`config.mk`:
```
export PLATFORM = sky130hd
export DESIGN_NAME = exc_commit
export DESIGN_NICKNAME = d
export VERILOG_FILES = /design/src/rtl/exc_commit_pkg.sv /design/src/rtl/exc_prio_enc.sv /design/src/rtl/exc_commit.sv
export SDC_FILE = /design/constraint.sdc
export NUM_CORES = 1
export LEC_CHECK = 0
export CAP_MARGIN = 25
export CORE_AREA = 2 2 108 110
export DETAILED_ROUTE_END_ITERATION = 8
export DIE_AREA = 0 0 110 112
export HOLD_SLACK_MARGIN = 0.06
export PLACE_DENSITY = 0.81
export SLEW_MARGIN = 20
export SYNTH_ARGS = -nofsm -noshare
export SYNTH_HDL_FRONTEND = slang
export SYNTH_HIERARCHICAL = 1
export SYNTH_SLANG_ARGS = --single-unit
```
`constraint.sdc`:
```
create_clock -name clk -period 3.11 [get_ports clk]
set_clock_uncertainty 0.2 [all_clocks]
set_input_delay 0.7775 -clock clk [delete_from_list [all_inputs] [get_ports clk]]
set_output_delay 0.7775 -clock clk [all_outputs]
set_load 0.005 [all_outputs]
```
`src/rtl/exc_commit_pkg.sv`:
```
// Shared CPU definitions for exception commit and CSR: ecodes, flag bit indices, commit FSM.
package exc_commit_pkg;

    // Bit positions inside the per-instruction exception flag vector.
    localparam int unsigned ExcW    = 5;
    localparam int unsigned ExcAdef = 0;
    localparam int unsigned ExcIne  = 1;
    localparam int unsigned ExcSys  = 2;
    localparam int unsigned ExcBrk  = 3;
    localparam int unsigned ExcAle  = 4;

    // Exception codes written to ESTAT.
    localparam logic [5:0] EcodeInt  = 6'h00;
    localparam logic [5:0] EcodeAdef = 6'h08;
    localparam logic [5:0] EcodeIne  = 6'h0D;
    localparam logic [5:0] EcodeSys  = 6'h0B;
    localparam logic [5:0] EcodeBrk  = 6'h0C;
    localparam logic [5:0] EcodeAle  = 6'h09;

    localparam logic [7:0] EsubcodeNone = 8'h00;

    typedef enum logic [0:0] {
        StIdle,
        StRedir
    } commit_state_e;

endpackage

```
`src/rtl/exc_prio_enc.sv`:
```
// Fixed-priority exception encoder: INT > ADEF > INE > SYS > BRK > ALE.
module exc_prio_enc
    import exc_commit_pkg::*;
(
    input  logic            int_pend,
    input  logic [ExcW-1:0] exc,
    output logic [5:0]      ecode,
    output logic [7:0]      esubcode,
    output logic            sel_ale,
    output logic            sel_adef
);

    // Pick the highest-priority pending cause; INT code is the fallback.
    always_comb begin
        ecode    = EcodeInt;
        esubcode = EsubcodeNone;
        sel_ale  = 1'b0;
        sel_adef = 1'b0;
        if (int_pend) begin
            ecode = EcodeInt;
        end else if (exc[ExcAdef]) begin
            ecode    = EcodeAdef;
            sel_adef = 1'b1;
        end else if (exc[ExcIne]) begin
            ecode = EcodeIne;
        end else if (exc[ExcSys]) begin
            ecode = EcodeSys;
        end else if (exc[ExcBrk]) begin
            ecode = EcodeBrk;
        end else if (exc[ExcAle]) begin
            ecode   = EcodeAle;
            sel_ale = 1'b1;
        end
    end

endmodule

```
`src/rtl/exc_commit.sv`:
```
// Commits exceptions/interrupts/ERTN at WB, flushes the pipeline and redirects fetch.
module exc_commit
    import exc_commit_pkg::*;
#(
    parameter logic [31:0] RESET_PC = 32'h1c000000
) (
    input  logic            clk,
    input  logic            resetn,
    input  logic            wb_valid,
    input  logic [31:0]     wb_pc,
    input  logic [ExcW-1:0] wb_exc,
    input  logic            wb_ertn,
    input  logic [31:0]     wb_vaddr,
    input  logic [12:0]     csr_estat_is,
    input  logic [12:0]     csr_ecfg_lie,
    input  logic            csr_crmd_ie,
    input  logic [31:0]     csr_eentry,
    input  logic [31:0]     csr_era,
    output logic            ex_valid,
    output logic [5:0]      ex_ecode,
    output logic [7:0]      ex_esubcode,
    output logic [31:0]     ex_pc,
    output logic [31:0]     ex_badv,
    output logic            ertn_flush,
    output logic            flush,
    output logic            redir_valid,
    output logic [31:0]     redir_pc,
    input  logic            redir_ready,
    output logic            wb_commit
);

    commit_state_e state_q, state_d;
    logic          int_pend_q, int_pend_d;
    logic [31:0]   redir_pc_q, redir_pc_d;

    logic          event_cyc;
    logic          exc_any;
    logic [5:0]    prio_ecode;
    logic [7:0]    prio_esubcode;
    logic          sel_ale;
    logic          sel_adef;

    exc_prio_enc u_prio (
        .int_pend (int_pend_q),
        .exc      (wb_exc),
        .ecode    (prio_ecode),
        .esubcode (prio_esubcode),
        .sel_ale  (sel_ale),
        .sel_adef (sel_adef)
    );

    // State, interrupt sample and redirect target registers.
    always_ff @(posedge clk or negedge resetn) begin
        if (!resetn) begin
            state_q    <= StIdle;
            int_pend_q <= 1'b0;
            redir_pc_q <= RESET_PC;
        end else begin
            state_q    <= state_d;
            int_pend_q <= int_pend_d;
            redir_pc_q <= redir_pc_d;
        end
    end

    // Event detection, next-state logic and all combinational outputs.
    always_comb begin
        int_pend_d = csr_crmd_ie & (|(csr_estat_is & csr_ecfg_lie));
        exc_any    = int_pend_q | (|wb_exc);
        event_cyc  = (state_q == StIdle) & wb_valid & (exc_any | wb_ertn);

        state_d    = state_q;
        redir_pc_d = redir_pc_q;
        unique case (state_q)
            StIdle: begin
                if (event_cyc) begin
                    state_d    = StRedir;
                    redir_pc_d = exc_any ? csr_eentry : csr_era;
                end
            end
            StRedir: begin
                if (redir_ready) begin
                    state_d = StIdle;
                end
            end
            default: state_d = StIdle;
        endcase

        // Report fields read as zero whenever no exception is committed.
        ex_valid    = event_cyc & exc_any;
        ex_ecode    = ex_valid ? prio_ecode : 6'h00;
        ex_esubcode = ex_valid ? prio_esubcode : 8'h00;
        ex_pc       = ex_valid ? wb_pc : 32'h0;
        ex_badv     = 32'h0;
        if (ex_valid && sel_adef) begin
            ex_badv = wb_pc;
        end else if (ex_valid && sel_ale) begin
            ex_badv = wb_vaddr;
        end

        ertn_flush  = event_cyc & wb_ertn & ~exc_any;
        redir_valid = (state_q == StRedir);
        redir_pc    = redir_pc_q;
        flush       = event_cyc | redir_valid;
        wb_commit   = wb_valid & (state_q == StIdle) & ~ex_valid;
    end

endmodule

```
==> summary.txt <==
Yosys
  – Main synth FF type: dfrtp_1
  – Post-synthesis compound-gate area fraction: 36.9%
  – Syn Inst Count: slightly below 300
  – Sequential fraction of the synthesis area: 32.4%
  – FFs w/ async S/R, synth: between 90% and 100%
  – Distinct cells, synth: 36
  – Post-synthesis adder-cell area fraction: 0%
  – Post-synthesis xor/xnor area fraction: 0%
  – Syn avg cell area: 9.12 sq um
  – Ys Warns: 6
  – Post-synthesis instance area: 2640 sq um
  – Post-synth EDFFs: 0
  – Synth Register Bits: 34
  – Synth Area in Simple Gates: a little over a fifth
  – Largest family of logic cells by synthesized area: compound AO/OA/AOI/OAI gates
  – Multiplexer share of the synthesized area: 0%

Placement
  – Pre-CTS setup slack: -0.785 ns
  – Placed instance count: 703
  – Dpl hpwl: 10300 um
  – PortBufs: 269
  – Post-placement cell area: about 5600 sq um
  – Placer congestion estimate: around 0.96

Clock tree
  – Worst skew pair latency: 0.27 ns
  – Clock buffer depth: 2
  – H-tree levels: 2
  – CTS Hold Bufs: 0
  – Worst-path clk slew: about 0.06 ns
  – Root buf cell: clkbuf_16
  – CTS sink count: 34
  – CTS tree: built
  – CTS buffer count: 5

Status
  – Status: complete, but fails checks
  – Failing checks: negative setup slack

Power and ir drop
  – Cell area power density: roughly 350 nW/um^2
  – PnR Total Power: roughly 2.1 mW
  – Leakage power: 2.48 nW
  – Total net switching power: 0.572 mW
  – Sw frac: 27.3%
  – Comb pwr share: 44.1%
  – Pint: 1.52 mW
  – Flop pwr share: 28.5%
  – Maximum VDD drop: 273 uV
  – Clock power share: 27.4%

STA
  – Least-Margin Pin Slew: 0.775 ns
  – Worst relative slew slack: approximately 48%
  – Fin. Hold Viols: 0
  – Final period utilization: 103%
  – Hold WS: 0.356 ns
  – FMAX: between 300 and 400 MHz
  – Clock period minus worst slack: 3.21 ns
  – Setup TNS Final: -3.53 ns
  – Final Max Tran Viols: 0
  – RSZ-0062 raised after global routing: yes
  – Setup ws final: -0.103 ns
  – Final setup fails: 61

Job
  – Max-cap viol count: 0

Cells and area
  – Share of post-route cells with drive strength above 1: 33.1%
  – Synthesis-to-finish area growth: 127%
  – Number of fill cells in the layout: 1003
  – NumNets Final: ~750
  – Commonest non-fill, non-tap cell in the layout: clkdlybuf4s50_1
  – Post-route cell area: approximately 6000 sq um
  – Final Util: 53.6%
  – Most frequent cells in the layout: clkdlybuf4s50_1 (190), buf_2 (49), and2_1 (40)
  – Final Non-Filler Cells: 733
  – Diode count: 0

Floorplan
  – Die height: ~110 um
  – Die ar.: between 10000 and 15000 sq um
  – Die X: 110 um
  – Starting Density: about a quarter
  – # IOs: 280
  – Core area: 11200 sq um
  – Core Rows: 39

Detailed routing
  – Drc violations: 0
  – Pre-antenna DRT Iters: 4
  – Initial DRC count: 185
  – WL final: about 14000 um
  – Routed vias/inst: 4.96
  – Vias: between 3000 and 4000
  – Avg WL per Cell: 19.0 um
  – ANT nets after route: 0

Critical path
  – Critical-path cell list: buf_6 > or4_4 > o21ai_4 > buf_6 > buf_6 > buf_6 > buf_6 > nor2_1 > buf_2
  – Delay-heaviest family, CP: buffers and inverters
  – Worst path arrival time: 2.24 ns
  – Startpoint types: primary input
  – Slowest cell on the critical path: or4_4
  – Worst endpoint required time: around 2.1 ns
  – Crit path top cell by count: buf_6
  – Crit path largest cell delay: 0.56 ns
  – CP endpoint kind: output pin
  – CP max FO: 5
  – Crit path kind: primary input to output pin
  – Buf+Inv Stages, Crit Path: 6

Global route
  – GRT overflow: 0
  – Initial antenna violation count: 0
  – First-pass GRT wire length: 20400 um
  – GRT Total Usage: 21.1%
  – Number of global-route vias before repair: 3702
  – Largest net degree at the start of global routing: 35

Min path
  – Min-Delay Path Class: flip-flop to flip-flop
-- path summary, 6_finish.rpt --
kind | endpoint | cells past startpoint | start | slack, ns
min in group asynchronous | redir_pc[20] | 1 | resetn | 0.38
max in group asynchronous | redir_pc[21] | 1 | resetn | 1.84
worst min register to register | redir_pc[24] | 1 | redir_pc[24] | 0.36
worst min-delay path | redir_pc[24] | 1 | redir_pc[24] | 0.36
worst max register to register | redir_pc[6] | 5 | int_pend_q | 0.95
worst max-delay path | ex_badv[12] | 9 | wb_exc[0] | -0.10
-- power groups by stage --
stage,logic (mW),registers (mW),clock network [mW]
4_1_cts,0.920,0.596,0.591
6_report,0.923,0.596,0.573
3_3_place_gp,0.861,0.597,0
2_1_floorplan,0.274,0.603,0
3_5_place_dp,0.875,0.601,0
5_1_grt,0.985,0.607,0.609
-- Yosys cell counts (2+ instances only) --
cell type,n,area (sq um)
a21oi_1,4,20.0
o221a_2,4,45.0
a211o_1,32,280
o221a_1,28,315
nand2b_1,3,18.8
dfrtp_1,31,776
inv_1,2,7.51
clkbuf_1,28,105
buf_6,3,33.8
nand3_1,2,10.0
and2_1,47,294
nor2b_1,2,12.5
dfstp_2,3,78.8
a22oi_1,36,270
nor3_1,2,10.0
buf_4,10,75.1
nor2_1,33,124
-- flip-flops by register name, summed over array words and instances (netlist names) --
signal,cells
int_pend_q,1
redir_valid,1
redir_pc,32
-- worst reg2reg max path: cells and delay by family, from the launching register on --
kind	cells	cell delay, ns
AO/OA/AOI/OAI	2	0.59
AND/OR/NAND/NOR	1	0.46
flip-flops	1	0.40
buffers and inverters	2	0.40
-- layout make-up --
type	instances	area [sq um]	share of cell area (%)
flip-flops and latches	34	855	14.3
clock buffers	5	125	2.09
clock inverters	3	45.0	0.752
inverters	3	13.8	0.230
repair buffers	326	3000	50.2
multi-input cells	219	1770	29.5
well taps	143	179	2.99
-- kinds of logic (layout without fill, tap and decap cells) --
logic type | Yosys count | after routing
and+or+nand+nor | 100 | 100
DFF | 34 | 34
AOI/OAI and AO/OA | 109 | 109
buffers and inverters | 45 | 337
other | 1 | 10
-- routing by layer --
| layer | share of wire (%) | track usage, % | vias up |
|---|---|---|---|
| li1 | - | - | 1675 |
| met1 | 39 | 25.5 | 1778 |
| met2 | 52 | 37.5 | 154 |
| met3 | 6.6 | 4.57 | 26 |
| met4 | 2.0 | 5.06 | 0 |
| met5 | 0 | 0 | - |
-- repair_timing --
action                                  in CTS  in global routing
pin swaps                                   27                 19
endpoints found under the setup margin      72                 71
resized for setup                          323                 56
cloned                                       5                  0
buffers inserted                            22                  4
No activity file was read; power rests on OpenSTA's default activity.
